**src/rtl/gcd_rr_scheduler_pkg.sv**
```systemverilog
// Shared definitions for the round-robin GCD scheduler: FSM state encoding and
// default sizing used by the interface, the scheduler and its GCD engine.
package gcd_rr_scheduler_pkg;

  localparam int GCD_WIDTH = 16;
  localparam int GCD_N_REQ = 4;
  localparam int GCD_ID_W  = 2;

  typedef enum logic [1:0] {
    S_IDLE = 2'd0,
    S_RUN  = 2'd1,
    S_RESP = 2'd2
  } state_t;

endpackage

```
**src/rtl/gcd_rr_scheduler_if.sv**
```systemverilog
// Request/response bundle between the requesting datapath blocks (master side)
// and the shared GCD scheduler (slave side).
interface gcd_rr_scheduler_if
  import gcd_rr_scheduler_pkg::*;
#(
  parameter int N_REQ = GCD_N_REQ,
  parameter int WIDTH = GCD_WIDTH,
  parameter int ID_W  = GCD_ID_W
);

  logic [N_REQ-1:0]       req_valid;
  logic [N_REQ-1:0]       req_ready;
  logic [N_REQ*WIDTH-1:0] req_a;
  logic [N_REQ*WIDTH-1:0] req_b;
  logic                   rsp_valid;
  logic                   rsp_ready;
  logic [WIDTH-1:0]       rsp_result;
  logic [ID_W-1:0]        rsp_id;
  logic                   busy;

  modport master (
    output req_valid, req_a, req_b, rsp_ready,
    input  req_ready, rsp_valid, rsp_result, rsp_id, busy
  );

  modport slave (
    input  req_valid, req_a, req_b, rsp_ready,
    output req_ready, rsp_valid, rsp_result, rsp_id, busy
  );

endinterface

```
**src/rtl/gcd_rr_scheduler_core.sv**
```systemverilog
// Iterative subtract-based GCD engine. The scheduler drives load/step; the
// engine reports when the operand pair has converged and what the result is.
module gcd_rr_scheduler_core
  import gcd_rr_scheduler_pkg::*;
#(
  parameter int WIDTH = GCD_WIDTH
) (
  input  logic             clk,
  input  logic             rst_n,
  input  logic             load,
  input  logic             step,
  input  logic [WIDTH-1:0] a_in,
  input  logic [WIDTH-1:0] b_in,
  output logic             done,
  output logic [WIDTH-1:0] result
);

  logic [WIDTH-1:0] a_reg, a_next;
  logic [WIDTH-1:0] b_reg, b_next;

  // A zero operand or equal operands both terminate; gcd(0,0) falls out as 0.
  assign done   = (a_reg == '0) || (b_reg == '0) || (a_reg == b_reg);
  assign result = (a_reg == '0) ? b_reg : a_reg;

  always_comb begin
    a_next = a_reg;
    b_next = b_reg;
    if (load) begin
      a_next = a_in;
      b_next = b_in;
    end else if (step && !done) begin
      if (a_reg > b_reg) a_next = a_reg - b_reg;
      else               b_next = b_reg - a_reg;
    end
  end

  always_ff @(posedge clk or negedge rst_n) begin
    if (!rst_n) begin
      a_reg <= '0;
      b_reg <= '0;
    end else begin
      a_reg <= a_next;
      b_reg <= b_next;
    end
  end

endmodule

```
**src/rtl/gcd_rr_scheduler.sv**
```systemverilog
// Round-robin front end that shares one GCD engine among N_REQ requesters and
// returns each result tagged with the owning requester's index.
module gcd_rr_scheduler
  import gcd_rr_scheduler_pkg::*;
#(
  parameter int N_REQ = GCD_N_REQ,
  parameter int WIDTH = GCD_WIDTH,
  parameter int ID_W  = GCD_ID_W
) (
  input  logic               clk,
  input  logic               rst_n,
  gcd_rr_scheduler_if.slave  bus
);

  localparam int SW = ID_W + 1;

  state_t            state_reg, state_next;
  logic [ID_W-1:0]   ptr_reg, ptr_next;
  logic [ID_W-1:0]   id_reg, id_next;
  logic [WIDTH-1:0]  result_reg, result_next;

  logic [N_REQ-1:0]  grant;
  logic [N_REQ-1:0]  grant_ready;
  logic [ID_W-1:0]   grant_idx;
  logic [WIDTH-1:0]  a_arr [N_REQ];
  logic [WIDTH-1:0]  b_arr [N_REQ];
  logic              load, step;
  logic              core_done;
  logic [WIDTH-1:0]  core_result;

  // Rotate so the slot after the pointer sits at bit 0, isolate the lowest
  // set bit, then rotate back into requester order.
  function automatic logic [N_REQ-1:0] rr_grant(input logic [N_REQ-1:0] valid,
                                                input logic [ID_W-1:0]  ptr);
    logic [SW-1:0]        shamt;
    logic [2*N_REQ-1:0]   dbl;
    logic [N_REQ-1:0]     rot;
    logic [N_REQ-1:0]     pick;
    logic [2*N_REQ-1:0]   back;
    shamt = {1'b0, ptr} + SW'(1);
    dbl   = {valid, valid} >> shamt;
    rot   = dbl[N_REQ-1:0];
    pick  = rot & (~rot + N_REQ'(1));
    back  = {pick, pick} << shamt;
    return back[2*N_REQ-1:N_REQ];
  endfunction

  assign grant = rr_grant(bus.req_valid, ptr_reg);

  always_comb begin
    grant_idx = '0;
    for (int i = 0; i < N_REQ; i++) begin
      if (grant[i]) grant_idx = ID_W'(i);
    end
  end

  generate
    for (genvar gi = 0; gi < N_REQ; gi++) begin : g_operand
      assign a_arr[gi] = bus.req_a[gi*WIDTH +: WIDTH];
      assign b_arr[gi] = bus.req_b[gi*WIDTH +: WIDTH];
    end
  endgenerate

  gcd_rr_scheduler_core #(.WIDTH(WIDTH)) u_core (
    .clk    (clk),
    .rst_n  (rst_n),
    .load   (load),
    .step   (step),
    .a_in   (a_arr[grant_idx]),
    .b_in   (b_arr[grant_idx]),
    .done   (core_done),
    .result (core_result)
  );

  always_comb begin
    state_next  = state_reg;
    ptr_next    = ptr_reg;
    id_next     = id_reg;
    result_next = result_reg;
    grant_ready = '0;
    load        = 1'b0;
    step        = 1'b0;
    case (state_reg)
      S_IDLE: begin
        if (|grant) begin
          grant_ready = grant;
          load        = 1'b1;
          ptr_next    = grant_idx;
          id_next     = grant_idx;
          state_next  = S_RUN;
        end
      end
      S_RUN: begin
        if (core_done) begin
          result_next = core_result;
          state_next  = S_RESP;
        end else begin
          step = 1'b1;
        end
      end
      S_RESP: begin
        if (bus.rsp_ready) state_next = S_IDLE;
      end
      default: state_next = S_IDLE;
    endcase
  end

  // Pointer resets to the last slot so requester 0 wins the first arbitration.
  always_ff @(posedge clk or negedge rst_n) begin
    if (!rst_n) begin
      state_reg  <= S_IDLE;
      ptr_reg    <= ID_W'(N_REQ - 1);
      id_reg     <= '0;
      result_reg <= '0;
    end else begin
      state_reg  <= state_next;
      ptr_reg    <= ptr_next;
      id_reg     <= id_next;
      result_reg <= result_next;
    end
  end

  assign bus.req_ready  = grant_ready;
  assign bus.rsp_valid  = (state_reg == S_RESP);
  assign bus.rsp_result = result_reg;
  assign bus.rsp_id     = id_reg;
  assign bus.busy       = (state_reg != S_IDLE);

endmodule

```
**src/flat_wrapper.sv**
```systemverilog
// flat-port wrapper written by rule: the top's interface ports become plain ports
module gcd_rr_scheduler_flat import gcd_rr_scheduler_pkg::*;
#(
  parameter int N_REQ = GCD_N_REQ,
  parameter int WIDTH = GCD_WIDTH,
  parameter int ID_W  = GCD_ID_W
)
  (clk, rst_n, bus_req_valid, bus_req_a, bus_req_b, bus_rsp_ready, bus_req_ready, bus_rsp_valid, bus_rsp_result, bus_rsp_id, bus_busy);
  gcd_rr_scheduler_if #(.N_REQ(N_REQ), .WIDTH(WIDTH), .ID_W(ID_W)) bus_i ();
  input  logic clk;
  input  logic rst_n;
  input wire logic [$bits(bus_i.req_valid)-1:0] bus_req_valid;
  input wire logic [$bits(bus_i.req_a)-1:0] bus_req_a;
  input wire logic [$bits(bus_i.req_b)-1:0] bus_req_b;
  input wire logic [$bits(bus_i.rsp_ready)-1:0] bus_rsp_ready;
  output wire logic [$bits(bus_i.req_ready)-1:0] bus_req_ready;
  output wire logic [$bits(bus_i.rsp_valid)-1:0] bus_rsp_valid;
  output wire logic [$bits(bus_i.rsp_result)-1:0] bus_rsp_result;
  output wire logic [$bits(bus_i.rsp_id)-1:0] bus_rsp_id;
  output wire logic [$bits(bus_i.busy)-1:0] bus_busy;
  assign bus_i.req_valid = bus_req_valid;
  assign bus_i.req_a = bus_req_a;
  assign bus_i.req_b = bus_req_b;
  assign bus_i.rsp_ready = bus_rsp_ready;
  assign bus_req_ready = bus_i.req_ready;
  assign bus_rsp_valid = bus_i.rsp_valid;
  assign bus_rsp_result = bus_i.rsp_result;
  assign bus_rsp_id = bus_i.rsp_id;
  assign bus_busy = bus_i.busy;
  gcd_rr_scheduler #(.N_REQ(N_REQ), .WIDTH(WIDTH), .ID_W(ID_W)) u_core (.clk(clk), .rst_n(rst_n), .bus(bus_i));
endmodule
```
**config.mk**
```make
export PLATFORM = sky130hd
export DESIGN_NAME = gcd_rr_scheduler_flat
export DESIGN_NICKNAME = d
export VERILOG_FILES = /design/src/rtl/gcd_rr_scheduler_pkg.sv /design/src/rtl/gcd_rr_scheduler_if.sv /design/src/rtl/gcd_rr_scheduler_core.sv /design/src/rtl/gcd_rr_scheduler.sv /design/src/flat_wrapper.sv
export SDC_FILE = /design/constraint.sdc
export NUM_CORES = 1
export LEC_CHECK = 0
export BUFFER_PORTS_ARGS = -buffer_cell sky130_fd_sc_hd__buf_2
export CAP_MARGIN = 30
export CORE_MARGIN = 10
export CORE_UTILIZATION = 40
export DETAILED_ROUTE_END_ITERATION = 10
export GPL_TIMING_DRIVEN = 0
export PLACE_DENSITY = 0.7
export SLEW_MARGIN = 20
export SYNTH_ARGS = -nofsm -noshare
export SYNTH_HDL_FRONTEND = slang
export SYNTH_SLANG_ARGS = --single-unit
```
**constraint.sdc**
```tcl
create_clock -name clk -period 2.6 [get_ports clk]
set_clock_uncertainty 0.1 [all_clocks]
set_input_delay 0.52 -clock clk [delete_from_list [all_inputs] [get_ports clk]]
set_output_delay 0.52 -clock clk [all_outputs]
set_load 0.1 [all_outputs]
```
* Yosys cells after proc, flatten, opt, wreduce, memory -nomap -nowiden
Cells that the tools add are included.
** Operators by class
- Equal/unequal tests :: 7
- Reductions and logical operators :: 16
- Magnitude comparators :: 2
- Shifts and indexed selects :: 2
- Add/sub/neg operators :: 4
- Bitwise logic cells :: 3
- Mux-type cells :: 26
** Operators by type and width (count)
- 16-bit two-way mux :: 11
- 16-bit binary-select mux with 2-bit select :: 2
- 16-bit logical NOT :: 2
- 16-bit subtractor :: 2
- 16-bit equality test :: 1
- 16-bit > comparator :: 1
- 2-bit two-way mux :: 5
- 4-bit two-way mux :: 2
- 2-bit AND reduction :: 4
- 8-bit by 3-bit << shifter with 8-bit output :: 1
- 8-bit by 3-bit >> shifter with 4-bit output :: 1
- 2-bit != test (second input constant) :: 3
- 2-bit case mux with 3 select lines :: 1
- 2-bit nonzero test :: 3
- 1-bit two-way mux :: 5
- 4-bit by 1-bit adder with 4-bit output (second input constant) :: 1
- 4-bit bitwise AND :: 1
- 4-bit NOT :: 1
- 4-bit OR reduction :: 1
- 2-bit by 1-bit adder with 3-bit output (second input constant) :: 1
- 3-bit >= comparator (second input constant) :: 1
- 2-bit NOT with 3-bit output :: 1
- 3-bit AND reduction :: 1
- 2-bit by 1-bit equality test with 1-bit output (second input constant) :: 1
- 6 further kinds :: 7
** Word-level totals
- Output and inout bits :: 24
- Bits in registers :: 54

* Depth between registers and ports, before layout
- Word-level depth :: 14
- Depth in mapped cells :: 12
- Gate-level depth less buffers :: 11

* By module
From an unflattened synthesis, not the netlist that was laid out.
** Second synthesis, totals
- Cells, all modules :: 831
- Area, all modules :: 6598.8 µm²
** By module, submodules not included
- gcd_rr_scheduler_core :: cells each 429, instances 1, seq. area each 800.8 µm², area each 3333.2 µm²
- gcd_rr_scheduler :: cells each 402, instances 1, seq. area each 553.0 µm², area each 3265.6 µm²

* Least setup slack after synthesis
Ideal clock, no wire load.
- Kind :: flip-flop to output port
- Start :: register u_core.ptr_reg[0]
- End :: output bus_req_ready[3]
- Arrival time :: 3.213 ns
- Cell stages (with the launch flop) :: 7
- Path buffers :: 1
- Setup slack :: -1.233 ns
- Required time :: 1.980 ns
- Path through :: dfstp_2 or3b_4 a2111oi_4 nor3_2 mux2_2 clkbuf_1 nor2_1
** Between the ends
- Longest elaborated chain between the ends :: 9
** Ends and longest elaborated chain
- start: declaration :: line gcd_rr_scheduler.sv:18 : logic [ID_W-1:0] ptr_reg, ptr_next;
- start signal: assignment :: line gcd_rr_scheduler.sv:112 : ptr_reg <= ID_W'(N_REQ - 1);
- start signal: assignment :: line gcd_rr_scheduler.sv:117 : ptr_reg <= ptr_next;
- 2-bit by 1-bit adder with 3-bit output (*) :: line gcd_rr_scheduler.sv:40 : shamt = {1'b0, ptr} + SW'(1);
- 8-bit by 3-bit >> shifter with 4-bit output :: line gcd_rr_scheduler.sv:41 : dbl = {valid, valid} >> shamt;
- 4-bit NOT :: line gcd_rr_scheduler.sv:43 : pick = rot & (~rot + N_REQ'(1));
- 4-bit by 1-bit adder with 4-bit output :: line gcd_rr_scheduler.sv:43
- 4-bit bitwise AND :: line gcd_rr_scheduler.sv:43
- 8-bit by 3-bit << shifter with 8-bit output (*) :: line gcd_rr_scheduler.sv:44 : back = {pick, pick} << shamt;
- 4-bit OR reduction :: line gcd_rr_scheduler.sv:85 : if (|grant) begin
- 4-bit two-way mux (*) :: line gcd_rr_scheduler.sv:85
- 4-bit two-way mux (*) :: line gcd_rr_scheduler.sv:83 : case (state_reg)
- end: declaration :: line flat_wrapper.sv:16 : output wire logic [$bits(bus_i.req_ready)-1:0] bus_req_ready;
Mark *: on every way between the ends. The rest lies on a longest branch, timed or not.

* Worst setup path in the final report
- Start :: register u_core.ptr_reg[0]
- End :: output bus_req_ready[2]
The elaborated chain is that of the path after synthesis.

==> summary.md <==
| Metric | Value |
|---|---|
| TNS Setup | `-10.26 ns` |
| Post-synth top cells | `a21oi_1, nor2_1, dfrtp_1` |
| Worst endpoint required time | `1.98 ns` |
| FF-to-FF setup slack | `-0.35 ns` |
| Min Tclk post-route | `3.093 ns` |
| Diode count | `0` |
| Routed WL | `21.43 mm` |
| Std cell rows | `41` |
| Crit path kind | `flip-flop to primary output` |
| Initial antenna violation count | `0` |
| Initial DRC count | `371` |
| Vias post-DR | `5940` |
| Clock sink count | `54` |
| Number of routed nets with antenna violations | `0` |
| Global-route wire length before repair | `32.40 mm` |
| H-tree levels | `2` |
| Placement Setup Slack | `-0.5825 ns` |
| Post-synthesis sequential area ratio | `26.40%` |
| Area Overhead vs Synth | `56.62%` |
| Vias in the first global route | `6215` |
| Post-DP Area | `6262 um^2` |
| Top post-synthesis cells by area | `dfrtp_1, mux2i_1, ha_1, a21oi_1, a211oi_1` |
| RSZ-0062 raised after global routing | `true` |
| Synthesized Nets | `800` |
| Max-Cap Viols | `0` |
| Most common cell in the netlist | `a21oi_1` |
| # setup viols final | `41` |
| CP Capture Type | `primary output` |
| Syn avg cell area | `8.128 um^2` |
| FFs w/ async S/R, synth | `100.0%` |
| Worst reg-to-reg path cell count | `11` |
| Yosys top cell by area | `dfrtp_1` |
| Reg clk slew, reported paths | `0.08 ns` |
| Die Wd | `133.2 um` |
| Crit Reg-Reg Startpoint | `u_core.ptr_reg[0]` |
| Core outline area | `12570 um^2` |
| CP Data Arrival Time | `2.47 ns` |
| Warnings, synthesis | `0` |
| Max_slew headroom | `54.72%` |
| CTS buffer count | `5` |
| NumNets Final | `1021` |
| Core Util, Final | `63.91%` |
| Total Die Area | `17750 um^2` |
| Main synth FF type | `dfrtp_1` |
| First drt pass iteration count | `5` |
| Gr ovfl total | `0` |
| Gpl congestion | `0.9564` |
| Synth cell types | `62` |
| CTS root buffer | `clkbuf_16` |
| Layout cells sized above 1 | `50.53%` |
| Seq. cell area | `1378 um^2` |
| Setup WS post-layout | `-0.4934 ns` |
| Pin count of the biggest net entering global routing | `55` |
| Hold buffer count at CTS | `0` |
| Fillers | `1000` |
| CTS tree | `done` |
| EDFF count, synth | `0` |
| Finished Cell Area | `8033 um^2` |
| Clk buf depth | `2` |
| Global-route usage over all layers | `22.31%` |
| IO Pins | `159` |
| Run status | `complete, but fails checks` |
| Multi-input combinational cell area | `4258 um^2` |
| Fmax | `323.3 MHz` |
| Starting Density | `40.81%` |
| Min-delay worst type | `primary input to asynchronous set/reset pin` |
| Residual DRC count | `0` |
| Reg2Reg Capture Point | `u_core.u_core.b_reg[9]` |
| PortBufs | `158` |
| Vias per cell | `5.795` |
| DR WL/cell | `20.90 um` |
| Fin. max-slew vios | `0` |
| Synth Instances | `631` |
| CP max FO | `3` |
| Startpoint types | `flip-flop` |
| Cell Area, Synth | `5129 um^2` |
| Actual slew at the worst max-slew pin | `0.6793 ns` |
| DP HPWL | `14.91 mm` |
| Yosys reg bits | `54` |
| Clock latency at the later pin of the worst-skew pair | `0.30 ns` |
| Top cell type's share of synthesized area | `25.37%` |
| Final Hold Fails | `0` |
| Die height | `133.2 um` |
| Violated checks | `setup timing` |
| Fin crit share | `119.0%` |
-- cells by family (layout without fill, tap and decap cells) --
| group | count (synthesis) | count (layout) | synth area share (%) |
|---|---|---|---|
| buffers and inverters | 85 | 307 | 7.319 |
| adder cells (fa/ha/maj) | 34 | 34 | 8.587 |
| multiplexers | 50 | 50 | 9.880 |
| XOR/XNOR | 24 | 24 | 4.099 |
| flip-flops | 54 | 54 | 26.40 |
| AO/OA/AOI/OAI | 229 | 229 | 29.15 |
| AND/OR/NAND/NOR | 155 | 155 | 14.56 |
-- metal layers --
layer,global-route usage (%),vias to the layer above,routed length (um),part of all wire [%]
li1,-,2730,-,-
met1,26.86,2864,8493,40
met2,37.22,304,10250,48
met3,6.466,42,2047,9.6
met4,7.678,0,637,3.0
met5,0,-,0,0
-- worst max-delay path, cell delays in order (launching register included) --
cell and delay (ns):
dfstp_2 0.55, or3b_4 0.41, buf_6 0.14, a21oi_4 0.13, a32oi_2 0.08, mux2_4 0.32, buf_8 0.14, buf_8 0.11
nor2_4 0.09, buf_12 0.18
-- layout make-up --
| cell class | count | area share [%] |
|---|---|---|
| Buffer | 36 | 4.455 |
| Clock buffer | 5 | 1.558 |
| Sequential cell | 54 | 17.15 |
| Tap cell | 172 | 2.679 |
| Timing Repair Buffer | 227 | 18.93 |
| Inverter | 36 | 1.682 |
| Multi-Input combinational cell | 492 | 53.01 |
| Clock inverter | 3 | 0.5452 |
-- per-stage QoR --
step                      hold slack, ns  cells
final                             0.1595   1025
after global routing              0.2244   1025
after CTS                         0.1910   1012
after detailed placement          0.3669    961
after global placement            0.3578    961
after floorplan                   0.1244    631
-- what timing repair did --
action / 4_1_cts / 5_1_grt
cloned: 3 / 1
pin swaps: 64 / 29
setup endpoints to repair: 58 / 58
buffers inserted: 51 / 16
resized for setup: 171 / 107
-- worst max-delay path by stage --
stage | from | end | slack, ns | cells past startpoint
floorplan | u_core.ptr_reg[0] | bus_req_ready[3] | -0.68 | 6
global placement | bus_req_valid[2] | bus_req_ready[3] | -0.58 | 8
detailed placement | bus_req_valid[2] | bus_req_ready[3] | -0.58 | 8
CTS | u_core.ptr_reg[0] | bus_req_ready[3] | -0.47 | 7
global route | u_core.ptr_reg[0] | bus_req_ready[2] | -0.54 | 10
finish | u_core.ptr_reg[0] | bus_req_ready[2] | -0.49 | 9
-- placed cells by master, fill, tap and decap left out, types with 18 or more instances in the layout --
cell,synthesis,final
a211oi_2,2,39
a21oi_1,75,61
buf_2,9,156
buf_4,0,57
dfrtp_1,52,33
dfrtp_2,0,19
ha_1,32,18
inv_1,36,32
mux2i_1,45,24
nand2_1,42,41
nor2_1,58,54
o21ai_0,42,33
Power is not shown: default switching activity piles up to over one toggle a cycle in this logic, so the estimate is an artifact.
